===== config.mk =====
export PLATFORM = sky130hd
export DESIGN_NAME = half_adder_flat
export DESIGN_NICKNAME = d
export VERILOG_FILES = /design/src/rtl/half_adder_pkg.sv /design/src/rtl/half_adder_if.sv /design/src/rtl/half_adder_cell.sv /design/src/rtl/half_adder.sv /design/src/flat_wrapper.sv
export SDC_FILE = /design/constraint.sdc
export NUM_CORES = 1
export LEC_CHECK = 0
export ABC_AREA = 1
export CAP_MARGIN = 25
export CORE_MARGIN = 4
export CORE_UTILIZATION = 53
export CTS_BUF_LIST = sky130_fd_sc_hd__clkbuf_8
export DETAILED_ROUTE_END_ITERATION = 6
export GPL_ROUTABILITY_DRIVEN = 0
export GPL_TIMING_DRIVEN = 0
export PLACE_DENSITY = 0.86
export SKIP_CTS_REPAIR_TIMING = 1
export SYNTH_ARGS = -nofsm -noshare
export SYNTH_HDL_FRONTEND = slang
export SYNTH_SLANG_ARGS = --single-unit

===== constraint.sdc =====
create_clock -name clk -period 3.25 [get_ports clk]
set_clock_uncertainty 0.1 [all_clocks]
set_input_delay 0.65 -clock clk [delete_from_list [all_inputs] [get_ports clk]]
set_output_delay 0.65 -clock clk [all_outputs]
set_load 0.01 [all_outputs]

===== src/rtl/half_adder_pkg.sv =====
// Shared constants and types for the half_adder slice.
package half_adder_pkg;

  localparam int unsigned HA_DEFAULT_W = 2;
  localparam int unsigned OPCNT_W      = 16;

  typedef enum logic {
    MODE_BITWISE = 1'b0,
    MODE_ARITH   = 1'b1
  } mode_e;

endpackage


===== src/rtl/half_adder_if.sv =====
// Operand/result bundle between a requester and the half_adder datapath.
interface half_adder_if
  import half_adder_pkg::*;
#(
  parameter int unsigned W = HA_DEFAULT_W
) ();

  logic               in_valid;
  logic               mode;
  logic [W-1:0]       a;
  logic [W-1:0]       b;
  logic               out_valid;
  logic [W:0]         sum;
  logic [W:0]         carry;
  logic [OPCNT_W-1:0] op_count;

  modport master (
    output in_valid, mode, a, b,
    input  out_valid, sum, carry, op_count
  );

  modport slave (
    input  in_valid, mode, a, b,
    output out_valid, sum, carry, op_count
  );

endinterface


===== src/rtl/half_adder_cell.sv =====
// One-bit half adder: sum = x ^ y, carry = x & y.
module half_adder_cell (
  input  logic x,
  input  logic y,
  output logic sum,
  output logic carry
);

  assign sum   = x ^ y;
  assign carry = x & y;

endmodule


===== src/rtl/half_adder.sv =====
// Registered per-lane half-add or ripple add, selected per operation by mode.
module half_adder
  import half_adder_pkg::*;
#(
  parameter int unsigned W = HA_DEFAULT_W
) (
  input logic         clk,
  input logic         rst,
  half_adder_if.slave bus
);

  logic [W-1:0] lane_s;
  logic [W-1:0] lane_c;
  logic [W-1:0] rip_s;
  logic [W-1:0] rip_c2;
  logic [W:0]   rip;
  mode_e        mode_s;

  assign rip[0] = 1'b0;
  assign mode_s = mode_e'(bus.mode);

  // The first cell of each ripple stage is also the plain bitwise lane.
  for (genvar i = 0; i < W; i++) begin : g_lane
    half_adder_cell u_h1 (
      .x     (bus.a[i]),
      .y     (bus.b[i]),
      .sum   (lane_s[i]),
      .carry (lane_c[i])
    );

    half_adder_cell u_h2 (
      .x     (lane_s[i]),
      .y     (rip[i]),
      .sum   (rip_s[i]),
      .carry (rip_c2[i])
    );

    assign rip[i+1] = lane_c[i] | rip_c2[i];
  end

  logic               out_valid_d, out_valid_q;
  logic [W:0]         sum_d, sum_q;
  logic [W:0]         carry_d, carry_q;
  logic [OPCNT_W-1:0] op_count_d, op_count_q;

  always_comb begin
    out_valid_d = 1'b0;
    sum_d       = sum_q;
    carry_d     = carry_q;
    op_count_d  = op_count_q;
    if (bus.in_valid) begin
      out_valid_d = 1'b1;
      op_count_d  = op_count_q + OPCNT_W'(1);
      unique case (mode_s)
        MODE_BITWISE: begin
          sum_d   = {1'b0, lane_s};
          carry_d = {1'b0, lane_c};
        end
        MODE_ARITH: begin
          sum_d   = {rip[W], rip_s};
          carry_d = rip;
        end
      endcase
    end
  end

  always_ff @(posedge clk or posedge rst) begin
    if (rst) begin
      out_valid_q <= 1'b0;
      sum_q       <= '0;
      carry_q     <= '0;
      op_count_q  <= '0;
    end else begin
      out_valid_q <= out_valid_d;
      sum_q       <= sum_d;
      carry_q     <= carry_d;
      op_count_q  <= op_count_d;
    end
  end

  assign bus.out_valid = out_valid_q;
  assign bus.sum       = sum_q;
  assign bus.carry     = carry_q;
  assign bus.op_count  = op_count_q;

endmodule


===== src/flat_wrapper.sv =====
// flat-port wrapper written by rule: the top's interface ports become plain ports
module half_adder_flat import half_adder_pkg::*;
#(
  parameter int unsigned W = HA_DEFAULT_W
)
  (clk, rst, bus_in_valid, bus_mode, bus_a, bus_b, bus_out_valid, bus_sum, bus_carry, bus_op_count);
  half_adder_if #(.W(W)) bus_i ();
  input logic clk;
  input logic rst;
  input wire logic [$bits(bus_i.in_valid)-1:0] bus_in_valid;
  input wire logic [$bits(bus_i.mode)-1:0] bus_mode;
  input wire logic [$bits(bus_i.a)-1:0] bus_a;
  input wire logic [$bits(bus_i.b)-1:0] bus_b;
  output wire logic [$bits(bus_i.out_valid)-1:0] bus_out_valid;
  output wire logic [$bits(bus_i.sum)-1:0] bus_sum;
  output wire logic [$bits(bus_i.carry)-1:0] bus_carry;
  output wire logic [$bits(bus_i.op_count)-1:0] bus_op_count;
  assign bus_i.in_valid = bus_in_valid;
  assign bus_i.mode = bus_mode;
  assign bus_i.a = bus_a;
  assign bus_i.b = bus_b;
  assign bus_out_valid = bus_i.out_valid;
  assign bus_sum = bus_i.sum;
  assign bus_carry = bus_i.carry;
  assign bus_op_count = bus_i.op_count;
  half_adder #(.W(W)) u_core (.clk(clk), .rst(rst), .bus(bus_i));
endmodule

Word-level counts from Yosys, hierarchy flattened
Index checks and enable logic that the tools add are counted.
Word-level totals
  bits in registers: 23
  input bits: 8
  output and inout port bits: 23
  word-level logic and storage cells: 16
Operators by class
  add/subtract/negate cells: 1
  multiplexer cells: 3
  bitwise logic cells: 8
Operators with widths (number)
  adder 16 x 1 -> 16 bit, second input constant: 1
  case mux 3 bit (2 select lines): 2
  bitwise AND 1 bit: 3
  bitwise XOR 1 bit: 3
  2-to-1 mux 1 bit: 1
  NOT 1 bit: 1
  bitwise OR 1 bit: 1

Longest topological paths before layout
  depth in word-level cells: 4
  depth in mapped cells: 7

Modules after synthesis
A second synthesis with hierarchy kept.
Second synthesis, totals
  cells, all modules: 129
  area total of the unflattened synthesis: 1133.6 µm²
Modules (own cells, without submodules)
  half_adder: times used 1, cells each 125, area each 1083.5 µm²
  half_adder_cell: times used 4, cells each 1, area each 12.5 µm²

Worst setup path before layout
No wires, ideal clock.
  path type: input to register
  from: input bus_b[0]
  to: register u_core.sum_q[1], in the netlist u_core.bus.sum[1]
  library setup time: 0.130 ns
  data arrival time: 1.428 ns
  data required time: 3.020 ns
  setup slack: 1.592 ns
  cell stages on the path: 4
  buffers on the path: 0
  path through: ha_1 -> fa_1 -> nand3_1 -> o211ai_1
Between the ends
  cells in the longest elaborated chain, start to end: 3
Ends and longest elaborated chain
  start: declaration: RTL line flat_wrapper.sv:13  | input wire logic [$bits(bus_i.b)-1:0] bus_b;
  bitwise AND 1 bit: RTL line half_adder_cell.sv:10  | assign carry = x & y;
  bitwise XOR 1 bit: RTL line half_adder_cell.sv:9  | assign sum = x ^ y;
  case mux 3 bit (2 select lines): RTL line half_adder.sv:54  | unique case (mode_s)
  end signal: assignment: RTL line half_adder.sv:75  | sum_q <= sum_d;
  end: declaration: RTL line half_adder.sv:42  | logic [W:0] sum_d, sum_q;
No other way between the ends. The select of a mux whose other input is x is not followed.
A chain may end at the register's enable or synchronous reset.

Worst setup path in the final report
  from: register u_core.op_count_q[0], in the netlist u_core.bus.op_count[0]
  to: output bus_op_count[0]
RTL lines
  start: declaration: RTL line half_adder.sv:44  | logic [OPCNT_W-1:0] op_count_d, op_count_q;
  start signal: assignment: RTL line half_adder.sv:77  | op_count_q <= op_count_d;
  end: declaration: RTL line flat_wrapper.sv:17  | output wire logic [$bits(bus_i.op_count)-1:0] bus_op_count;
No word-level cell between the ends.

==> run summary <==
RSZ-0062 raised after global routing: false
Post-route ant nets: 0
Yosys warning total: 0
GRT overflow: 0
Run status: finished clean
Worst Path Required: 2500 ps
Die ar.: 3010 µm²
Num CTS Buffers: 3
Post-synth top area share: 0.473
Final wirelength: 2420 µm
Worst path cell trace: clkdlybuf4s50_1
Total negative slack: 0 ps
Pwr dens: 528 nW/µm²
Top delay family on crit path: buffers and inverters
Syn Area/Cell: 8.75 µm²
# fillers: 156
Tcrit/Tclk final: 0.628
Worst-case clock buffer depth: 2
CP endpoint kind: primary output
Vias in the first global route: 984
WL per Instance: 12.5 µm
Main area contributors after synthesis: dfrtp_1, nand2_1, inv_1, nand3_1, ha_1
Share of layout cells above drive strength 1: 0.102
Area Overhead vs Synth: 32.3%
Initial Utilization: 0.575
Initial antenna violation count: 0
Sequential share of the synthesized area: 0.473
Worst path slowest cell: clkdlybuf4s50_1
Reg2Reg Depth: 5
Crit start category: register
CORE AREA: 2020 µm²
Std-Cell Rows: 16
Buf/Inv on CP: 1
F_max: 490 MHz
Fin. max-slew vios: 0
Die width: 54.9 µm
Pre-antenna DRT Iters: 4
Final Hold Vio Count: 0
Final setup viols: 0
CTS Sinks: 22
Htree depth: 1
Vias: 949
Mapped Area: 1160 µm²
Largest area contributor in the netlist: dfrtp_1
CP max stage delay: 580 ps
CP Max Fanout: 5
Overall Power: 0.813 mW
Final min period: 2040 ps
Worst slew pin tran: 827 ps
Yosys reg bits: 22
First-pass GRT wire length: 4090 µm
Reg clk slew, reported paths: 80 ps
Critical path depth: 1
CTS tree: yes
Largest net degree at the start of global routing: 23
Leakage: 0.731 nW
Slew HR: 0.448
DRC violations left: 0
Hold Path Class: register to register
Syn nets: 145
Synth Instances: 133
Max Cap Viol: 0
Worst skew pair latency: 260 ps
PortBufs: 30
Vias per inst: 4.92
Hold Slack: 386 ps
Distinct cells, synth: 22
Clock tree root buffer cell: clkbuf_8
Final HPWL DP: 1880 µm
Die Span Y: 54.9 µm
1st-iter DRT viols: 13
WHS Path Cells: 2
Peak supply drop: 0.000515 V
GRT Overall Usage: 0.191
CP Class: register to primary output
I/O pins: 31
ANT cells: 0
Fin nets: 180
Arr. time, crit path: 1290 ps
## report_power, final
group          internal [mW]  switching (mW)  total (mW)
registers              0.320          0.0658       0.386
clock network         0.0826          0.0838       0.166
logic                  0.137           0.124       0.261
## cells in the final DEF, fill, tap and decap left out
| cell type | instances |
|---|---|
| nand2_1 | 41 |
| clkdlybuf4s50_1 | 30 |
| dfrtp_1 | 22 |
| inv_1 | 19 |
| nand3_1 | 9 |
| nor2_1 | 6 |
| xnor2_1 | 4 |
| nand4_1 | 4 |
| xor2_1 | 4 |
| nor2_4 | 3 |
| nand3_2 | 3 |
| ha_1 | 3 |
| clkbuf_8 | 3 |
| nand2_2 | 2 |
| nor2_2 | 2 |
| o211ai_1 | 2 |
| o21ai_0 | 2 |
| buf_6 | 1 |
| nor3_4 | 1 |
| nand3b_1 | 1 |
| or2_2 | 1 |
| o21ai_1 | 1 |
| fa_1 | 1 |
| buf_4 | 1 |
## worst register-to-register path, cell delays in order, from the launching register on
cell	delay, ps
dfrtp_1	460
ha_1	240
nand3_1	150
nor2_4	180
nand2_1	80
xnor2_1	120
## layout make-up
| type | instances | area, µm² | area share |
|---|---|---|---|
| buffer | 2 | 18.8 | 0.0122 |
| sequential | 22 | 551 | 0.358 |
| multi-input combinational | 90 | 523 | 0.340 |
| tap | 27 | 33.8 | 0.0220 |
| timing repair buffer | 30 | 300 | 0.195 |
| clock buffer | 3 | 41.3 | 0.0268 |
| inverter | 19 | 71.3 | 0.0463 |
## registers in the layout, summed over array words and instances, names as in the netlist
name	flops
u_core.bus.sum	2
u_core.bus.op_count	16
u_core.bus.carry	3
u_core.bus.out_valid	1
## synthesized netlist by cell type
master / count
nand2_1: 41
nand4_1: 4
xnor2_1: 4
o21ai_1: 1
nand3_2: 3
nor2_2: 2
nand2_2: 2
or2_2: 1
nor2_4: 3
inv_1: 19
nor2_1: 6
xor2_1: 4
buf_4: 1
nand3b_1: 1
nor3_4: 1
buf_6: 1
dfrtp_1: 22
o21ai_0: 2
o211ai_1: 2
fa_1: 1
nand3_1: 9
ha_1: 3
## cells by family (layout without fill, tap and decap cells)
logic type,count (synthesis),in the layout,synth area share
AO/OA/AOI/OAI,5,5,0.0258
XOR/XNOR,8,8,0.0602
adder cells (fa/ha/maj),4,4,0.0495
buffers and inverters,21,54,0.0774
flip-flops,22,22,0.473
AND/OR/NAND/NOR,73,73,0.314
## per-stage QoR
step	worst slack [ps]	util	cells	cell area, µm²
6_report	1210	0.761	193	1540
3_3_place_gp	1150	0.741	190	1500
3_5_place_dp	1090	0.741	190	1500
2_1_floorplan	1590	-	133	1160
5_1_grt	1140	0.761	193	1540
4_1_cts	1200	0.761	193	1540
## routing by layer
metal	vias to the layer above	routed length, µm	track usage
li1	483	-	-
met1	436	1040	0.215
met2	28	1240	0.358
met3	2	126	0.0300
met4	0	10	0.0622
met5	-	0	0
## final timing paths
| kind | from | to | slack [ps] |
|---|---|---|---|
| worst max-delay path | u_core.bus.op_count[0] | bus_op_count[0] | 1210 |
| worst min-delay path | u_core.bus.sum[0] | u_core.bus.sum[0] | 390 |
| max in group asynchronous | rst | u_core.bus.op_count[5] | 1790 |
| worst min register to register | u_core.bus.sum[0] | u_core.bus.sum[0] | 390 |
| worst max register to register | u_core.bus.op_count[0] | u_core.bus.op_count[10] | 1820 |
| min in group asynchronous | rst | u_core.bus.carry[2] | 750 |
Note: power is estimated with default switching activity, not from simulation.
==> patch 1 (config.mk and constraints unchanged) <==
Set the package constant `HA_DEFAULT_W` to 4 (it was 2).
--- a/src/rtl/half_adder_pkg.sv
+++ b/src/rtl/half_adder_pkg.sv
@@ -3,3 +3,3 @@
 
-  localparam int unsigned HA_DEFAULT_W = 2;
+  localparam int unsigned HA_DEFAULT_W = 4;
   localparam int unsigned OPCNT_W      = 16;
Interface: changed (resized bus_a, bus_b, bus_carry and bus_sum); port bits go from 31 to 39. The function was not compared with the original's and may differ.
==> patch 1 against the unedited design <==
Via count is 17% higher; maximum frequency shrank 17%; design area up 22%; area after synthesis increased by 19%; power grew 19%; final cell count is 13% higher; combinational power grew 31%; worst setup slack lost 0.41 ns; sequential share of layout area down 1.1 points; utilization down 0.41 points; sequential cell count is 4 higher; routed wire length is 17% higher; critical path type is now input port to register; largest cell class unchanged; largest power group unchanged.
==> patch 1: results (changes against the unedited design) <==
CP startpoint kind=input port; Initial DRC Count=20 (+7); top cells by area, synth=dfrtp_1 (47%), nand2_1 (11%), inv_1 (4.9%), ha_1 (4.5%), xor2_1 (4.4%); Worst path slowest cell=fa_1; yosys warns=0 (unchanged); worst r2r src=u_core.bus.op_count[0]; end of the critical path=u_core.bus.sum[3]; xor and xnor area share after synthesis=6.306% (+0.28 points); vias in the first global route=1177 (+20%); Worst Path Arrival=2.51 ns (+1.22 ns); initial antenna violation count=0 (unchanged); predominant post-synthesis flop cell=dfrtp_1; CP Max Fanout=2 (-3); DP Wirelength=2252 µm (+20%); global-route wire length before repair=4968 µm (+21%); Slew headroom=81.46% (+37 points); synthesized-area fraction occupied by ao, oa, aoi and oai cells=3.784% (+1.2 points); maximum vdd drop=0.0004664 V (-9.5%); Synth Area in Adders=8.829% (+3.9 points); ratio of cells with drive above 1 in the final layout=11.11% (+0.87 points); syn nets=167 (+15%); CTS Buffer Depth=2 (unchanged); wire per inst=12.91 µm (+3.0%); Worst R2R Setup Slack=1.76 ns (-0.06 ns); Yosys cell types=25 (+14%); ant diodes=0 (unchanged); DR top layer=met4; FF-to-FF End=u_core.bus.op_count[14]; wire length on met2=1451 µm (+17%); PortBufs=38 (+27%); outcome=finished, final reports clean; register area share after synthesis=46.85% (-0.46 points); worst skew pair latency=0.26 ns (about the same); worst hold slack=0.3923 ns (+0.006240 ns); Leakage=0.8742 nW (+20%); routed metal-1 wirelength=1233 µm (+19%); largest net degree at the start of global routing=27 (+17%); multiplexer share of the synthesized area=0% (unchanged); Worst R2R Path Depth=8 (+3); CTS Buf Count=3 (unchanged); Post-Place Cells=215 (+13%); gr usage total=18.26% (-0.81 points); WL met3=131 µm (+4.0%); fin nets=211 (+17%); Worst-path clk slew=approximately 0.090 ns; Min-Delay Path Class=register to register; Post-synth top cells=nand2_1 (42), dfrtp_1 (26), inv_1 (18), nor2_1 (7), xor2_1 (7); Top delay family on crit path=adder cells; Largest stage delay, worst path=0.49 ns (-0.09 ns); Avg Synthesized Cell Area=9.448 µm² (+8.0%); via count=1106 (+17%); Crit. Startpoint=bus_a[0]; vias per inst=5.050 (+2.7%)
## patch 1: power by group
group	switching (mW)	internal [mW]	total, mW
registers	0.0706	0.382	0.452
logic	0.161	0.181	0.342
clock network	0.0945	0.0829	0.177
## patch 1: layout make-up
cell class / count / area (µm²)
plain buffers: 3 / 23.77
fillers: 180 / 601.8
multi-input cells: 98 / 639.4
clock buffers: 3 / 41.29
repair buffers: 39 / 407.9
well taps: 30 / 37.54
inverters: 20 / 75.07
flip-flops and latches: 26 / 650.6
## patch 1: cells by family after synthesis
kind of cell,count (synthesis)
buf+inv,23
compound gates,8
xor+xnor,10
fa+ha+maj,8
flops,26
simple gates,72
## patch 1: metal layers
metal	track usage, %	up-vias
met3	2.397	2
met5	0	-
met2	32.45	36
met1	23.00	528
met4	5.178	0
li1	-	540
## patch 1: worst min path at each step
stage | to | cells past startpoint
floorplan | u_core.bus.sum[0] | 2
global placement | u_core.bus.sum[0] | 2
detailed placement | u_core.bus.sum[1] | 2
CTS | u_core.bus.sum[0] | 2
global route | u_core.bus.sum[1] | 2
finish | u_core.bus.sum[0] | 2
## patch 1: worst register-to-register path, stage by stage (launching register included)
cell     delay [ns]
dfrtp_1        0.46
ha_1           0.24
nand2_4        0.07
nor2_4         0.13
nand3_4        0.10
nor2_4         0.13
nand2_1        0.07
nand2_1        0.06
nand2_1        0.05
## patch 1: per-stage QoR
step	worst slack (ns)	utilization, %	instance area, µm²	total power [mW]
after floorplan	1.025	-	1389	0.6281
after global placement	0.5169	72.93	1807	0.7829
final	0.7956	75.71	1876	0.9714
after global routing	0.7107	75.71	1876	1.039
after detailed placement	0.5097	72.93	1807	0.7996
after CTS	0.8012	74.60	1848	0.9819
==> patch 2 (same flow settings) <==
Without the edit above. Reset style: synchronous (`rst`), changed in one clocked block.
--- a/src/rtl/half_adder.sv
+++ b/src/rtl/half_adder.sv
@@ -66,3 +66,3 @@
 
-  always_ff @(posedge clk or posedge rst) begin
+  always_ff @(posedge clk) begin
     if (rst) begin
Check against the original RTL: differs if rst is asserted again (counterexample within 4 cycles, from zero or initial values and one cycle with rst high); with rst held inactive, the same outputs for 10 cycles.
==> patch 2 against the unedited design <==
Routed wire length increased by 6.4%; highest routed layer unchanged; worst setup slack improved by 0.016 ns; final cell count increased by 8.3%; sequential share of layout area is 5.8 points lower; count of clock-buffer cells in the layout grew 1; sequential cell count unchanged; critical path type unchanged; synthesized cell count rose by 13%; utilization is 1.2 points lower; design area shrank 4.5%; area after synthesis fell by 5.4%.
Power is not compared: it rests on default switching activity, and its combinational part moved more than twofold at a synthesized area within 25%.
==> patch 2: results (changes against the unedited design) <==
CTS Buffer Depth=2 (unchanged); synthesized-area fraction occupied by ao, oa, aoi and oai cells=9.773% (+7.2 points); largest net degree at the start of global routing=13 (-43%); Initial DRC Count=20 (+7); initial antenna violation count=0 (unchanged); CTS H-tree depth=1 (unchanged); xor and xnor area share after synthesis=1.591% (-4.4 points); Tightest Pin Transition=0.2005 ns (-0.6260 ns); Post-synth top cells=nand2_1 (28), dfxtp_1 (22), nor2_1 (21), nand3_1 (19), inv_1 (17); filler cell count=156 (unchanged); Post-Place Cells=205 (+7.9%); Synth Area in Adders=5.227% (+0.28 points); ratio of cells with drive above 1 in the final layout=12.64% (+2.4 points); global-route wire length before repair=4367 µm (+6.7%); Syn Inst Count=150 (+13%); Worst Path Arrival=1.27 ns (-0.02 ns); vias per inst=5.048 (+2.7%); register area share after synthesis=40.00% (-7.3 points); ys async rst share=0% (-100 points); fin nets=195 (+8.3%); predominant post-synthesis flop cell=dfxtp_1; vias in the first global route=1056 (+7.3%); syn nets=162 (+12%); outcome=finished, final reports clean; Routed WL=2572 µm (+6.4%); CP Max Fanout=6 (+1); dpl cell area=1415 µm² (-5.5%); Yosys cell types=21 (-4.5%); gr usage total=20.79% (+1.7 points); PortBufs=28 (-6.7%); dpl ws=1.004 ns (-0.08179 ns); DP Wirelength=1958 µm (+4.3%); top cells by area, synth=dfxtp_1 (40%), nand2_1 (9.5%), nand3_1 (8.6%), nor2_1 (7.2%), inv_1 (5.8%); wire per inst=12.31 µm (-1.8%); worst skew pair latency=0.26 ns (about the same)
-- patch 2: changes by cell type in the layout (fill, tap and decap cells not counted), moves of 4 or more --
cell | unedited run | this run
nand2_1 | 41 | 28
nand4_1 | 4 | 0
nor2_1 | 6 | 21
dfrtp_1 | 22 | 0
a21oi_1 | 0 | 11
dfxtp_1 | 0 | 22
nand3_1 | 9 | 19
-- patch 2: area by class of cell --
class,instances,area [µm²],area share (%)
buffer,5,30.03,2.043
tap,27,33.78,2.298
sequential,22,440.4,29.96
multi-input combinational,105,560.5,38.13
timing repair buffer,28,280.3,19.06
clock buffer,4,55.05,3.745
inverter,18,70.07,4.766
-- patch 2: path summary, 6_finish.rpt --
kind              cells after the start                    from  slack [ns]                       to
setup / recovery                      1  u_core.bus.op_count[0]        1.23          bus_op_count[0]
setup reg to reg                      6  u_core.bus.op_count[0]        1.81  u_core.bus.op_count[12]
hold / removal                        2     u_core.bus.carry[0]        0.38      u_core.bus.carry[0]
hold reg to reg                       2     u_core.bus.carry[0]        0.38      u_core.bus.carry[0]
-- patch 2: cells by family after synthesis --
family,Yosys count
AO/OA/AOI/OAI,19
XOR/XNOR,2
adder cells (fa/ha/maj),4
buffers and inverters,23
flip-flops,22
AND/OR/NAND/NOR,80
-- patch 2: per-layer routing --
layer / routed length (µm) / track usage [%] / vias to the layer above / share of wire [%]
met5: 0 / 0 / - / 0
met4: 52 / 9.787 / 0 / 2.0
met3: 101 / 4.155 / 7 / 3.9
met2: 1301 / 36.53 / 27 / 51
met1: 1117 / 24.01 / 482 / 43
li1: - / - / 539 / -
-- patch 2: power by group --
| group | switching, mW | internal (mW) | total (mW) |
|---|---|---|---|
| clock network | 0.0888 | 0.108 | 0.197 |
| logic | 0.0297 | 0.0285 | 0.0582 |
| registers | 0.00542 | 0.276 | 0.281 |
